File: src/rtl/rom_arbiter.sv
// Arbitrates NREQ requesters onto one registered-read ROM; responses return 2 cycles after grant.
// Define ROM_ARB_RR_EN for round-robin arbitration; fixed priority (lowest index) otherwise.
module rom_arbiter #(
   parameter int NREQ  = 4,
   parameter int ADDRW = 9,
   parameter int WIDTH = 8
) (
   input  logic                  i_clk,
   input  logic                  i_rst_n,
   input  logic [NREQ-1:0]       i_req_valid,
   input  logic [NREQ*ADDRW-1:0] i_req_addr,
   output logic [NREQ-1:0]       o_req_ready,
   output logic [NREQ-1:0]       o_rsp_valid,
   output logic [WIDTH-1:0]      o_rsp_data,
   output logic [ADDRW-1:0]      o_rom_addr,
   input  logic [WIDTH-1:0]      i_rom_data
);

   localparam int PW = $clog2(NREQ);

   logic [NREQ-1:0]  w_grant;
   logic             w_found;
   logic [PW:0]      w_sum;
   logic [ADDRW-1:0] w_addr;
   logic [ADDRW-1:0] r_rom_addr;
   logic [NREQ-1:0]  r_s1;
   logic [NREQ-1:0]  r_s2;

`ifdef ROM_ARB_RR_EN
   localparam logic [PW:0]   NREQ_W = (PW+1)'(NREQ);
   localparam logic [PW-1:0] LAST   = PW'(NREQ-1);
   logic [PW-1:0] r_ptr;
   logic [PW-1:0] w_gidx;
`endif

   // Priority search: starts at r_ptr in round-robin mode, at index 0 otherwise.
   always_comb begin
      w_grant = '0;
      w_found = 1'b0;
      w_sum   = '0;
`ifdef ROM_ARB_RR_EN
      w_gidx  = '0;
`endif
      for (int k = 0; k < NREQ; k++) begin
`ifdef ROM_ARB_RR_EN
         w_sum = {1'b0, r_ptr} + (PW+1)'(k);
         if (w_sum >= NREQ_W) w_sum = w_sum - NREQ_W;
`else
         w_sum = (PW+1)'(k);
`endif
         if (!w_found && i_req_valid[w_sum[PW-1:0]]) begin
            w_found                   = 1'b1;
            w_grant[w_sum[PW-1:0]]    = 1'b1;
`ifdef ROM_ARB_RR_EN
            w_gidx                    = w_sum[PW-1:0];
`endif
         end
      end
   end

   always_comb begin
      w_addr = '0;
      for (int i = 0; i < NREQ; i++)
         if (w_grant[i]) w_addr = i_req_addr[i*ADDRW +: ADDRW];
   end

   always_ff @(posedge i_clk or negedge i_rst_n) begin
      if (!i_rst_n) begin
         r_rom_addr <= '0;
         r_s1       <= '0;
         r_s2       <= '0;
      end else begin
         r_s1 <= w_grant;
         r_s2 <= r_s1;
         // Address holds when idle so the ROM input does not toggle.
         if (w_found) r_rom_addr <= w_addr;
      end
   end

`ifdef ROM_ARB_RR_EN
   always_ff @(posedge i_clk or negedge i_rst_n) begin
      if (!i_rst_n)
         r_ptr <= '0;
      else if (w_found)
         r_ptr <= (w_gidx == LAST) ? '0 : w_gidx + 1'b1;
   end
`endif

   assign o_req_ready = w_grant;
   assign o_rsp_valid = r_s2;
   assign o_rsp_data  = i_rom_data;
   assign o_rom_addr  = r_rom_addr;

endmodule

File: config.mk
export PLATFORM = sky130hd
export DESIGN_NAME = rom_arbiter
export DESIGN_NICKNAME = d
export VERILOG_FILES = /design/src/rtl/rom_arbiter.sv
export SDC_FILE = /design/constraint.sdc
export NUM_CORES = 1
export LEC_CHECK = 0
export CAP_MARGIN = 15
export CORE_ASPECT_RATIO = 0.9
export CORE_MARGIN = 2
export CORE_UTILIZATION = 39
export CTS_CLUSTER_DIAMETER = 200
export CTS_CLUSTER_SIZE = 10
export DETAILED_ROUTE_END_ITERATION = 12
export PLACE_DENSITY = 0.95
export SYNTH_ARGS = -nofsm -noshare
export SYNTH_HDL_FRONTEND = slang
export SYNTH_SLANG_ARGS = --single-unit
File: constraint.sdc
create_clock -name i_clk -period 3 [get_ports i_clk]
set_clock_uncertainty 0.05 [all_clocks]
set_input_delay 0.45 -clock i_clk [delete_from_list [all_inputs] [get_ports i_clk]]
set_output_delay 0.45 -clock i_clk [all_outputs]
set_load 0.05 [all_outputs]
==> flow_summary.html, run 1 <==
<table>
<tr><th>Metric</th><th>Value</th></tr>
<tr><th colspan="2">Synthesis</th></tr>
<tr><td>Synthesized net count</td><td>165</td></tr>
<tr><td>Cell types with the highest counts after synthesis</td><td>sky130_fd_sc_hd__dfrtp_1, sky130_fd_sc_hd__and2_1, sky130_fd_sc_hd__buf_4, sky130_fd_sc_hd__nor2_2</td></tr>
<tr><td>Synth area leader</td><td>sky130_fd_sc_hd__dfrtp_1</td></tr>
<tr><td>Mapped cell area</td><td>1169 um2</td></tr>
<tr><td>Number of standard cells after synthesis</td><td>115</td></tr>
<tr><td>Register bit count reported by yosys</td><td>17</td></tr>
<tr><td>Proportion of synthesized chip area in sequential cells</td><td>0.3640</td></tr>
<tr><td>Share of the synthesized area in the top cell type</td><td>0.3640</td></tr>
<tr><td>FFs w/ async S/R, synth</td><td>1.000</td></tr>
<tr><td>Count of unique library cells instantiated by Yosys</td><td>19</td></tr>
<tr><td>Largest cells by area after synthesis</td><td>sky130_fd_sc_hd__dfrtp_1, sky130_fd_sc_hd__a211oi_2, sky130_fd_sc_hd__mux2_1</td></tr>
<tr><td>Yosys warning total</td><td>0</td></tr>
<tr><td>Cell with the most instances after synthesis</td><td>sky130_fd_sc_hd__dfrtp_1</td></tr>
<tr><td>Most used flip-flop cell after synthesis</td><td>sky130_fd_sc_hd__dfrtp_1</td></tr>
<tr><td>Number of synthesized flops with an enable pin</td><td>0</td></tr>
<tr><td>Mean instance size in the synthesized netlist</td><td>10.16 um2</td></tr>
<tr><th colspan="2">Clock network</th></tr>
<tr><td>Num CTS Buffers</td><td>3</td></tr>
<tr><td>Root Driver</td><td>sky130_fd_sc_hd__clkbuf_4</td></tr>
<tr><td>Clock-pin slew of the registers on the worst-case setup and hold paths</td><td>0.09 ns</td></tr>
<tr><td># resized after CTS</td><td>0</td></tr>
<tr><td>Cts hold-fix bufs</td><td>0</td></tr>
<tr><td>TritonCTS clock tree</td><td>yes</td></tr>
<tr><td>Clock latency of the later-clocked register in the worst-skew pair</td><td>0.29 ns</td></tr>
<tr><td>CTS Buffer Depth</td><td>2</td></tr>
<tr><td>Total number of clock tree sinks</td><td>17</td></tr>
<tr><td>Post-CTS setup buffer count</td><td>0</td></tr>
<tr><td>Deepest level of the CTS H-tree</td><td>1</td></tr>
<tr><th colspan="2">Timing</th></tr>
<tr><td>Post-Route Setup TNS</td><td>0 ns</td></tr>
<tr><td>Post-route fraction of the period consumed by the critical path</td><td>0.7787</td></tr>
<tr><td>Number of setup violations in the final report</td><td>0</td></tr>
<tr><td>Post-layout minimum cycle time</td><td>2.336 ns</td></tr>
<tr><td>Least-Margin Pin Slew</td><td>0.7672 ns</td></tr>
<tr><td>Max Fclk</td><td>428.1 MHz</td></tr>
<tr><td>RSZ-0062 raised after global routing</td><td>no</td></tr>
<tr><td>Count of final hold-check violations</td><td>0</td></tr>
<tr><td>Number of slew-limit violations in the final report</td><td>0</td></tr>
<tr><td>Hold_ws</td><td>0.3049 ns</td></tr>
<tr><td>Relative slew slack</td><td>0.4869</td></tr>
<tr><th colspan="2">Run status</th></tr>
<tr><td>Result of the run</td><td>finished, final reports clean</td></tr>
<tr><th colspan="2">Place</th></tr>
<tr><td>Weighted congestion at the end of routability-driven global placement</td><td>0.8344</td></tr>
<tr><td>Area post-placement</td><td>1737 um2</td></tr>
<tr><td>Total of buffers placed on input and output ports</td><td>58</td></tr>
<tr><td>Placed wire-length estimate</td><td>2681 um</td></tr>
<tr><th colspan="2">Layout</th></tr>
<tr><td>Relative area change from synthesis to final layout</td><td>50.86%</td></tr>
<tr><td>Register cell area after layout</td><td>425.4 um2</td></tr>
<tr><td>Fraction of final layout cells sized beyond drive strength 1</td><td>0.1890</td></tr>
<tr><td>Final non-filler cell area</td><td>1763 um2</td></tr>
<tr><td>Count of nets after finishing</td><td>215</td></tr>
<tr><td># diodes</td><td>0</td></tr>
<tr><td>Area of the multi-input gates</td><td>615.6 um2</td></tr>
<tr><td>Finished Core Util</td><td>0.6313</td></tr>
<tr><td>Number of fillers in the final layout</td><td>226</td></tr>
<tr><th colspan="2">Drt</th></tr>
<tr><td>DR pass1 iterations</td><td>4</td></tr>
<tr><td>Total number of vias</td><td>1,081</td></tr>
<tr><td>Initial drt markers</td><td>77</td></tr>
<tr><td>Post-route DRC</td><td>0</td></tr>
<tr><td>Routed length per instance</td><td>16.42 um</td></tr>
<tr><td>Antenna viol nets, final</td><td>0</td></tr>
<tr><td>Via density per instance</td><td>5.299</td></tr>
<tr><td>Wire length after detailed routing</td><td>3349 um</td></tr>
<tr><th colspan="2">Worst setup path</th></tr>
<tr><td>Worst EP arrival</td><td>1.84 ns</td></tr>
<tr><td>Element type at the critical path end</td><td>output port</td></tr>
<tr><td>Type of origin of the critical path</td><td>input pin</td></tr>
<tr><td>Reg2Reg Launch Point</td><td>o_rom_addr[6]</td></tr>
<tr><td>Worst setup path category</td><td>input pin to output port</td></tr>
<tr><td>Critical path launch point</td><td>i_req_valid[1]</td></tr>
<tr><td>Top fanout value on the critical path</td><td>10</td></tr>
<tr><td>Required arrival time at the worst endpoint</td><td>2.50 ns</td></tr>
<tr><th colspan="2">Die</th></tr>
<tr><td>I/O pin count</td><td>75</td></tr>
<tr><td>Vertical die dimension</td><td>55.93 um</td></tr>
<tr><td>Die Width</td><td>61.70 um</td></tr>
<tr><td>Die ar.</td><td>3451 um2</td></tr>
<tr><td>Num rows</td><td>18</td></tr>
<tr><td>Initial Utilization</td><td>0.4185</td></tr>
<tr><td>Core Footprint</td><td>2793 um2</td></tr>
<tr><th colspan="2">Global routing</th></tr>
<tr><td>Global Route Usage Sum</td><td>0.2041</td></tr>
<tr><td>Leftover overflow at the end of global routing</td><td>0</td></tr>
<tr><td>Maximum number of pins on one net before global-route repair</td><td>19</td></tr>
<tr><td>Wire length of the first global-routing pass</td><td>5326 um</td></tr>
<tr><td>Initial antenna violation count</td><td>0</td></tr>
<tr><td>Vias in the first global route</td><td>1,176</td></tr>
<tr><th colspan="2">Hold path</th></tr>
<tr><td>Worst min-delay path class</td><td>flip-flop to flip-flop</td></tr>
<tr><td>Hold path start</td><td>r_s1[0]</td></tr>
<tr><th colspan="2">Power and ir drop</th></tr>
<tr><td>Max IR drop VDD</td><td>0.1393 mV</td></tr>
<tr><td>Pleak</td><td>0.6634 nW</td></tr>
<tr><td>Power density over the cells</td><td>359.7 nW/um2</td></tr>
<tr><td>Tot Pwr</td><td>0.6341 mW</td></tr>
<tr><th colspan="2">Job</th></tr>
<tr><td>Max-cap viol count</td><td>0</td></tr>
</table>
==> worst paths after layout <==
kind / end / slack [ns] / cells after the start
min in group asynchronous: o_rsp_valid[2] / 0.55 / 1
hold / removal: o_rsp_valid[0] / 0.30 / 0
hold reg to reg: o_rsp_valid[0] / 0.30 / 0
setup reg to reg: o_rom_addr[6] / 2.24 / 2
setup / recovery: o_req_ready[2] / 0.66 / 4
max in group asynchronous: o_rom_addr[6] / 1.86 / 1
==> logic make-up (layout without fill, tap and decap cells) <==
family | after synthesis | count (layout) | share of synthesized area
buffers and inverters | 19 | 68 | 0.1092
AO/OA/AOI/OAI | 27 | 27 | 0.2216
multiplexers | 9 | 9 | 0.08673
AND/OR/NAND/NOR | 43 | 43 | 0.2184
flip-flops | 17 | 17 | 0.3640
==> stage by stage <==
step                std cells  setup slack, ns
finish                    204           0.6639
global route              204           0.6005
CTS                       204           0.6850
detailed placement        200           0.6855
global placement          200           0.7212
floorplan                 115           0.9873
==> worst max-delay path, cell delays in order <==
cell	delay [ns]
sky130_fd_sc_hd__clkdlybuf4s50_1	0.50
sky130_fd_sc_hd__or2_1	0.41
sky130_fd_sc_hd__nor2_1	0.29
sky130_fd_sc_hd__buf_12	0.18
==> cells in the final DEF, fill, tap and decap left out <==
master / instances
sky130_fd_sc_hd__nor2_2: 10
sky130_fd_sc_hd__a221oi_1: 9
sky130_fd_sc_hd__and2_1: 10
sky130_fd_sc_hd__nor2b_1: 1
sky130_fd_sc_hd__inv_1: 2
sky130_fd_sc_hd__buf_12: 3
sky130_fd_sc_hd__a211oi_2: 9
sky130_fd_sc_hd__clkdlybuf4s50_1: 54
sky130_fd_sc_hd__clkbuf_1: 1
sky130_fd_sc_hd__clkbuf_4: 3
sky130_fd_sc_hd__or4_1: 1
sky130_fd_sc_hd__nor2_1: 1
sky130_fd_sc_hd__nand2b_1: 9
sky130_fd_sc_hd__dfrtp_1: 17
sky130_fd_sc_hd__or2_1: 1
sky130_fd_sc_hd__nor3_4: 1
sky130_fd_sc_hd__a211oi_1: 9
sky130_fd_sc_hd__buf_4: 5
sky130_fd_sc_hd__nand2_1: 9
sky130_fd_sc_hd__mux2_1: 9
==> layout make-up <==
cell class,count,share of cell area
Sequential cell,17,0.2413
Multi-Input combinational cell,79,0.3492
Inverter,2,0.004258
Timing Repair Buffer,62,0.3620
Clock buffer,4,0.01490
Tap cell,40,0.02839
==> registers in the layout (all words and copies together), names as in the netlist <==
name and count:
r_s1 4, o_rom_addr 9, o_rsp_valid 4
==> power by group <==
part	internal (mW)	switching [mW]
combinational	0.118	0.136
sequential	0.247	0.0123
clock	0.0516	0.0691
total	0.417	0.217
==> routing by layer <==
layer  up-vias  track usage  wire length [um]
li1        502            -                 -
met1       506       0.2522              1365
met2        60       0.3353              1648
met3        13      0.04186               254
met4         0      0.08511                80
met5         -            0                 0
Note: power is estimated with default switching activity, not from simulation.
==> run 2, diff against run 1 <==
--- a/config.mk
+++ b/config.mk
@@ -8,11 +8,11 @@
 export CAP_MARGIN = 15
 export CORE_ASPECT_RATIO = 0.9
 export CORE_MARGIN = 2
-export CORE_UTILIZATION = 39
+export CORE_UTILIZATION = 36
 export CTS_CLUSTER_DIAMETER = 200
 export CTS_CLUSTER_SIZE = 10
 export DETAILED_ROUTE_END_ITERATION = 12
-export PLACE_DENSITY = 0.95
+export PLACE_DENSITY = 0.91
 export SYNTH_ARGS = -nofsm -noshare
 export SYNTH_HDL_FRONTEND = slang
 export SYNTH_SLANG_ARGS = --single-unit
==> constraint.sdc (replaced) <==
create_clock -name i_clk -period 2.2 [get_ports i_clk]
set_clock_uncertainty 0.05 [all_clocks]
set_input_delay 0.33 -clock i_clk [delete_from_list [all_inputs] [get_ports i_clk]]
set_output_delay 0.33 -clock i_clk [all_outputs]
set_load 0.05 [all_outputs]
==> flow_summary.html, run 2 (same netlist as run 1, synthesis figures left out) <==
<table>
<tr><th>Metric</th><th>Value</th></tr>
<tr><th colspan="2">Layout</th></tr>
<tr><td>Fraction of final layout cells sized beyond drive strength 1</td><td>0.2189</td></tr>
<tr><td>Count of nets after finishing</td><td>220</td></tr>
<tr><td>Final non-filler cell area</td><td>1829 um2</td></tr>
<tr><td>Area of the multi-input gates</td><td>615.6 um2</td></tr>
<tr><td>Flip-flop count of the largest register after layout</td><td>9</td></tr>
<tr><td>Number of fillers in the final layout</td><td>248</td></tr>
<tr><td>Commonest non-fill, non-tap cell in the layout</td><td>sky130_fd_sc_hd__clkdlybuf4s50_1</td></tr>
<tr><td>Post-route insts no fill</td><td>211</td></tr>
<tr><td># diodes</td><td>0</td></tr>
<tr><td>Most used cells in the layout excluding fill and tap cells</td><td>sky130_fd_sc_hd__clkdlybuf4s50_1, sky130_fd_sc_hd__dfrtp_1, sky130_fd_sc_hd__and2_1, sky130_fd_sc_hd__nor2_2</td></tr>
<tr><td>Register cell area after layout</td><td>425.4 um2</td></tr>
<tr><td>Relative area change from synthesis to final layout</td><td>56.53%</td></tr>
<tr><td>Finished Core Util</td><td>0.5965</td></tr>
<tr><th colspan="2">Timing</th></tr>
<tr><td>RSZ-0062 raised after global routing</td><td>no</td></tr>
<tr><td>Least-Margin Pin Slew</td><td>0.7935 ns</td></tr>
<tr><td>Post-route fraction of the period consumed by the critical path</td><td>0.8935</td></tr>
<tr><td>Number of setup violations in the final report</td><td>0</td></tr>
<tr><td>Post-layout minimum cycle time</td><td>1.966 ns</td></tr>
<tr><td>Count of final hold-check violations</td><td>0</td></tr>
<tr><td>Hold_ws</td><td>0.3072 ns</td></tr>
<tr><td>Max Fclk</td><td>508.7 MHz</td></tr>
<tr><td>Setup WS post-layout</td><td>0.2343 ns</td></tr>
<tr><td>Post-Route Setup TNS</td><td>0 ns</td></tr>
<tr><td>Relative slew slack</td><td>0.4694</td></tr>
<tr><td>Number of slew-limit violations in the final report</td><td>0</td></tr>
<tr><th colspan="2">Clock network</th></tr>
<tr><td>Clock latency of the later-clocked register in the worst-skew pair</td><td>0.29 ns</td></tr>
<tr><td>Clock-pin slew of the registers on the worst-case setup and hold paths</td><td>0.09 ns</td></tr>
<tr><td># resized after CTS</td><td>0</td></tr>
<tr><td>Post-CTS setup buffer count</td><td>0</td></tr>
<tr><td>Cts hold-fix bufs</td><td>0</td></tr>
<tr><td>Total number of clock tree sinks</td><td>17</td></tr>
<tr><td>Num CTS Buffers</td><td>3</td></tr>
<tr><td>TritonCTS clock tree</td><td>yes</td></tr>
<tr><td>Root Driver</td><td>sky130_fd_sc_hd__clkbuf_4</td></tr>
<tr><td>Deepest level of the CTS H-tree</td><td>1</td></tr>
<tr><td>CTS Buffer Depth</td><td>2</td></tr>
<tr><th colspan="2">Place</th></tr>
<tr><td>Worst slack at placement</td><td>0.1644 ns</td></tr>
<tr><td>Area post-placement</td><td>1802 um2</td></tr>
<tr><td>Placed wire-length estimate</td><td>2549 um</td></tr>
<tr><td>Total of buffers placed on input and output ports</td><td>58</td></tr>
<tr><td>Weighted congestion at the end of routability-driven global placement</td><td>0.7691</td></tr>
<tr><td>Instance count after placement with tap cells included</td><td>207</td></tr>
<tr><th colspan="2">Run status</th></tr>
<tr><td>Result of the run</td><td>finished, final reports clean</td></tr>
<tr><th colspan="2">Worst setup path</th></tr>
<tr><td>Worst R2R Setup Slack</td><td>1.45 ns</td></tr>
<tr><td>Worst EP arrival</td><td>1.59 ns</td></tr>
<tr><td>Top fanout value on the critical path</td><td>5</td></tr>
<tr><td>Required arrival time at the worst endpoint</td><td>1.82 ns</td></tr>
<tr><td>Element type at the critical path end</td><td>output port</td></tr>
<tr><td>Type of origin of the critical path</td><td>input pin</td></tr>
<tr><td>Worst setup path category</td><td>input pin to output port</td></tr>
<tr><th colspan="2">Power and ir drop</th></tr>
<tr><td>Power density over the cells</td><td>476.3 nW/um2</td></tr>
<tr><td>Pleak</td><td>0.6984 nW</td></tr>
<tr><td>Tot Pwr</td><td>0.8713 mW</td></tr>
<tr><td>Max IR drop VDD</td><td>0.2029 mV</td></tr>
<tr><th colspan="2">Global routing</th></tr>
<tr><td>Layer carrying the most global-route usage</td><td>met2</td></tr>
<tr><td>Routing usage on met3</td><td>0.02524</td></tr>
<tr><td>Global-route met1 utilization</td><td>0.2198</td></tr>
<tr><td>Global Route Usage Sum</td><td>0.1821</td></tr>
<tr><td>Wire length of the first global-routing pass</td><td>5181 um</td></tr>
<tr><td>Vias in the first global route</td><td>1,108</td></tr>
<tr><td>Maximum number of pins on one net before global-route repair</td><td>22</td></tr>
<tr><td>Routing usage on met2</td><td>0.3214</td></tr>
<tr><td>Leftover overflow at the end of global routing</td><td>0</td></tr>
<tr><td>Initial antenna violation count</td><td>0</td></tr>
<tr><th colspan="2">Die</th></tr>
<tr><td>Core Footprint</td><td>3067 um2</td></tr>
<tr><td>Die Width</td><td>64.06 um</td></tr>
<tr><td>Vertical die dimension</td><td>58.05 um</td></tr>
<tr><td>Die ar.</td><td>3718 um2</td></tr>
<tr><td>Num rows</td><td>19</td></tr>
<tr><td>Initial Utilization</td><td>0.3811</td></tr>
<tr><td>I/O pin count</td><td>75</td></tr>
<tr><th colspan="2">Drt</th></tr>
<tr><td>Post-route DRC</td><td>0</td></tr>
<tr><td>Total number of vias</td><td>1,071</td></tr>
<tr><td>Wire length after detailed routing</td><td>3231 um</td></tr>
<tr><td>Via density per instance</td><td>5.076</td></tr>
<tr><td>Routed length per instance</td><td>15.31 um</td></tr>
<tr><td>Antenna viol nets, final</td><td>0</td></tr>
<tr><td>DR pass1 iterations</td><td>4</td></tr>
<tr><td>Initial drt markers</td><td>62</td></tr>
<tr><th colspan="2">Job</th></tr>
<tr><td>Max-cap viol count</td><td>0</td></tr>
<tr><th colspan="2">Hold path</th></tr>
<tr><td>Worst min-delay path class</td><td>flip-flop to flip-flop</td></tr>
</table>
run 2: cell types whose count changed in the layout (fill, tap and decap cells not counted):
cell,change
sky130_fd_sc_hd__buf_4,+3
sky130_fd_sc_hd__clkbuf_1,-1
sky130_fd_sc_hd__clkinv_2,+1
sky130_fd_sc_hd__buf_12,+2
run 2: cell type report:
type	count	share of cell area
clock inverters	1	0.002736
well taps	42	0.02873
multi-input cells	79	0.3365
flip-flops and latches	17	0.2326
clock buffers	3	0.01231
repair buffers	67	0.3830
inverters	2	0.004104
run 2: metal layers:
metal	share of wire	vias to the layer above
li1	-	514
met1	0.41	513
met2	0.52	40
met3	0.055	4
met4	0.010	0
met5	0	-
run 2: path summary, 6_finish.rpt:
check | depth (start not counted) | end | start
max | 4 | o_req_ready[2] | i_req_valid[0]
min | 0 | o_rsp_valid[2] | r_s1[2]
max reg2reg | 2 | o_rom_addr[0] | o_rom_addr[0]
min reg2reg | 0 | o_rsp_valid[2] | r_s1[2]
max in group asynchronous | 1 | o_rom_addr[7] | i_rst_n
min in group asynchronous | 1 | o_rom_addr[6] | i_rst_n
run 2: worst max-delay path, stage by stage:
cell,delay [ns]
sky130_fd_sc_hd__clkdlybuf4s50_1,0.52
sky130_fd_sc_hd__or2_1,0.28
sky130_fd_sc_hd__nor2_1,0.27
sky130_fd_sc_hd__buf_12,0.18
run 2: report_power, final:
part / switching (mW) / internal (mW)
Clock: 0.0966 / 0.0676
Sequential: 0.0161 / 0.337
Combinational: 0.183 / 0.171
==> run 3, diff against run 2 <==
--- a/config.mk
+++ b/config.mk
@@ -7,7 +7,6 @@
 export LEC_CHECK = 0
 export CAP_MARGIN = 15
 export CORE_ASPECT_RATIO = 0.9
-export CORE_MARGIN = 2
 export CORE_UTILIZATION = 36
 export CTS_CLUSTER_DIAMETER = 200
 export CTS_CLUSTER_SIZE = 10
==> flow_summary.html, run 3 (same netlist as run 1, synthesis figures left out) <==
<table>
<tr><th>Metric</th><th>Value</th></tr>
<tr><th colspan="2">Run status</th></tr>
<tr><td>Result of the run</td><td>finished, final reports clean</td></tr>
<tr><th colspan="2">Clock network</th></tr>
<tr><td># resized after CTS</td><td>0</td></tr>
<tr><td>Num CTS Buffers</td><td>3</td></tr>
<tr><td>Clock latency of the later-clocked register in the worst-skew pair</td><td>0.28 ns</td></tr>
<tr><td>Cts hold-fix bufs</td><td>0</td></tr>
<tr><td>Deepest level of the CTS H-tree</td><td>1</td></tr>
<tr><td>CTS Buffer Depth</td><td>2</td></tr>
<tr><td>Root Driver</td><td>sky130_fd_sc_hd__clkbuf_4</td></tr>
<tr><td>TritonCTS clock tree</td><td>yes</td></tr>
<tr><td>Post-CTS setup buffer count</td><td>0</td></tr>
<tr><td>Total number of clock tree sinks</td><td>17</td></tr>
<tr><td>Clock-pin slew of the registers on the worst-case setup and hold paths</td><td>0.09 ns</td></tr>
<tr><th colspan="2">Timing</th></tr>
<tr><td>Number of setup violations in the final report</td><td>0</td></tr>
<tr><td>Least-Margin Pin Slew</td><td>0.7087 ns</td></tr>
<tr><td>RSZ-0062 raised after global routing</td><td>no</td></tr>
<tr><td>Post-route fraction of the period consumed by the critical path</td><td>0.9291</td></tr>
<tr><td>Max Fclk</td><td>489.3 MHz</td></tr>
<tr><td>Number of slew-limit violations in the final report</td><td>0</td></tr>
<tr><td>Count of final hold-check violations</td><td>0</td></tr>
<tr><td>Post-layout minimum cycle time</td><td>2.044 ns</td></tr>
<tr><td>Relative slew slack</td><td>0.5260</td></tr>
<tr><td>Post-Route Setup TNS</td><td>0 ns</td></tr>
<tr><th colspan="2">Global routing</th></tr>
<tr><td>Wire length of the first global-routing pass</td><td>5168 um</td></tr>
<tr><td>Initial antenna violation count</td><td>0</td></tr>
<tr><td>Maximum number of pins on one net before global-route repair</td><td>19</td></tr>
<tr><td>Global Route Usage Sum</td><td>0.1981</td></tr>
<tr><td>Vias in the first global route</td><td>1,090</td></tr>
<tr><td>Leftover overflow at the end of global routing</td><td>0</td></tr>
<tr><th colspan="2">Power and ir drop</th></tr>
<tr><td>Pleak</td><td>0.6821 nW</td></tr>
<tr><td>Power density over the cells</td><td>480.8 nW/um2</td></tr>
<tr><td>Max IR drop VDD</td><td>0.2003 mV</td></tr>
<tr><td>Tot Pwr</td><td>0.8657 mW</td></tr>
<tr><th colspan="2">Die</th></tr>
<tr><td>Num rows</td><td>19</td></tr>
<tr><td>Initial Utilization</td><td>0.3811</td></tr>
<tr><td>I/O pin count</td><td>75</td></tr>
<tr><td>Core Footprint</td><td>3067 um2</td></tr>
<tr><td>Vertical die dimension</td><td>56.05 um</td></tr>
<tr><td>Die ar.</td><td>3478 um2</td></tr>
<tr><td>Die Width</td><td>62.06 um</td></tr>
<tr><th colspan="2">Worst setup path</th></tr>
<tr><td>Required arrival time at the worst endpoint</td><td>1.82 ns</td></tr>
<tr><td>Max stage delay cell, worst path</td><td>sky130_fd_sc_hd__clkdlybuf4s50_1</td></tr>
<tr><td>Worst EP arrival</td><td>1.66 ns</td></tr>
<tr><td>Top fanout value on the critical path</td><td>14</td></tr>
<tr><td>Worst path bufs/invs</td><td>4</td></tr>
<tr><td>Worst setup path category</td><td>input pin to output port</td></tr>
<tr><td>Critical path's top delay family</td><td>buffers and inverters</td></tr>
<tr><td>Delay of the slowest critical-path stage</td><td>0.61 ns</td></tr>
<tr><td>Element type at the critical path end</td><td>output port</td></tr>
<tr><td>Chain of cells forming the critical path</td><td>clkdlybuf4s50_1 &gt; buf_4 &gt; inv_1 &gt; nor2_1 &gt; buf_12</td></tr>
<tr><td>Type of origin of the critical path</td><td>input pin</td></tr>
<tr><th colspan="2">Layout</th></tr>
<tr><td>Number of fillers in the final layout</td><td>248</td></tr>
<tr><td>Flip-flop count of the largest register after layout</td><td>9</td></tr>
<tr><td>Fraction of final layout cells sized beyond drive strength 1</td><td>0.2036</td></tr>
<tr><td>Most used cells in the layout excluding fill and tap cells</td><td>sky130_fd_sc_hd__clkdlybuf4s50_1, sky130_fd_sc_hd__dfrtp_1, sky130_fd_sc_hd__and2_1, sky130_fd_sc_hd__nor2_2</td></tr>
<tr><td>Commonest non-fill, non-tap cell in the layout</td><td>sky130_fd_sc_hd__clkdlybuf4s50_1</td></tr>
<tr><td>Post-route insts no fill</td><td>209</td></tr>
<tr><td>Relative area change from synthesis to final layout</td><td>54.07%</td></tr>
<tr><td>Finished Core Util</td><td>0.5871</td></tr>
<tr><td># diodes</td><td>0</td></tr>
<tr><td>Count of nets after finishing</td><td>218</td></tr>
<tr><th colspan="2">Drt</th></tr>
<tr><td>DR pass1 iterations</td><td>4</td></tr>
<tr><td>Routed length per instance</td><td>15.20 um</td></tr>
<tr><td>Initial drt markers</td><td>33</td></tr>
<tr><td>Via density per instance</td><td>5.148</td></tr>
<tr><td>Post-route DRC</td><td>0</td></tr>
<tr><td>Total number of vias</td><td>1,076</td></tr>
<tr><td>Wire length after detailed routing</td><td>3176 um</td></tr>
<tr><td>Antenna viol nets, final</td><td>0</td></tr>
<tr><th colspan="2">Place</th></tr>
<tr><td>Instance count after placement with tap cells included</td><td>205</td></tr>
<tr><td>Total of buffers placed on input and output ports</td><td>58</td></tr>
<tr><td>Weighted congestion at the end of routability-driven global placement</td><td>0.9018</td></tr>
<tr><td>Placed wire-length estimate</td><td>2563 um</td></tr>
<tr><th colspan="2">Job</th></tr>
<tr><td>Max-cap viol count</td><td>0</td></tr>
<tr><th colspan="2">Hold path</th></tr>
<tr><td>Worst min-delay path class</td><td>flip-flop to flip-flop</td></tr>
</table>
[run 3: per-stage QoR]
stage	setup WS [ns]	area (um2)	hold slack, ns
2_1_floorplan	0.4273	1169	-0.01559
3_3_place_gp	0.1223	1774	0.2828
3_5_place_dp	0.06054	1774	0.2881
4_1_cts	0.1511	1800	0.3093
5_1_grt	0.09384	1800	0.3275
6_report	0.1561	1800	0.3069
[run 3: power breakdown]
group          total, mW  internal [mW]  switching (mW)
clock network      0.159         0.0703          0.0889
registers          0.353          0.337          0.0161
logic              0.353          0.167           0.187
total              0.866          0.574           0.292
[run 3: cell type report]
class	instances	area, um2	area share
sequential	17	425.4	0.2363
multi-input combinational	79	615.6	0.3419
tap	42	52.55	0.02919
clock buffer	4	26.28	0.01459
inverter	2	7.507	0.004170
timing repair buffer	65	673.1	0.3739
[run 3: path summary, 6_finish.rpt]
kind	startpoint	to	slack, ns	cells past startpoint
max	i_req_valid[2]	o_req_ready[2]	0.16	5
min	r_s1[0]	o_rsp_valid[0]	0.31	0
max reg2reg	o_rom_addr[8]	o_rom_addr[8]	1.43	2
min reg2reg	r_s1[0]	o_rsp_valid[0]	0.31	0
max in group asynchronous	i_rst_n	o_rom_addr[8]	1.23	1
min in group asynchronous	i_rst_n	o_rom_addr[4]	0.42	1
[run 3: metal layers]
metal,GRT usage,up-vias,part of all wire
li1,-,511,-
met1,0.2784,511,0.47
met2,0.3146,50,0.47
met3,0.009302,4,0.056
met4,0.07302,0,0.010
met5,0,-,0
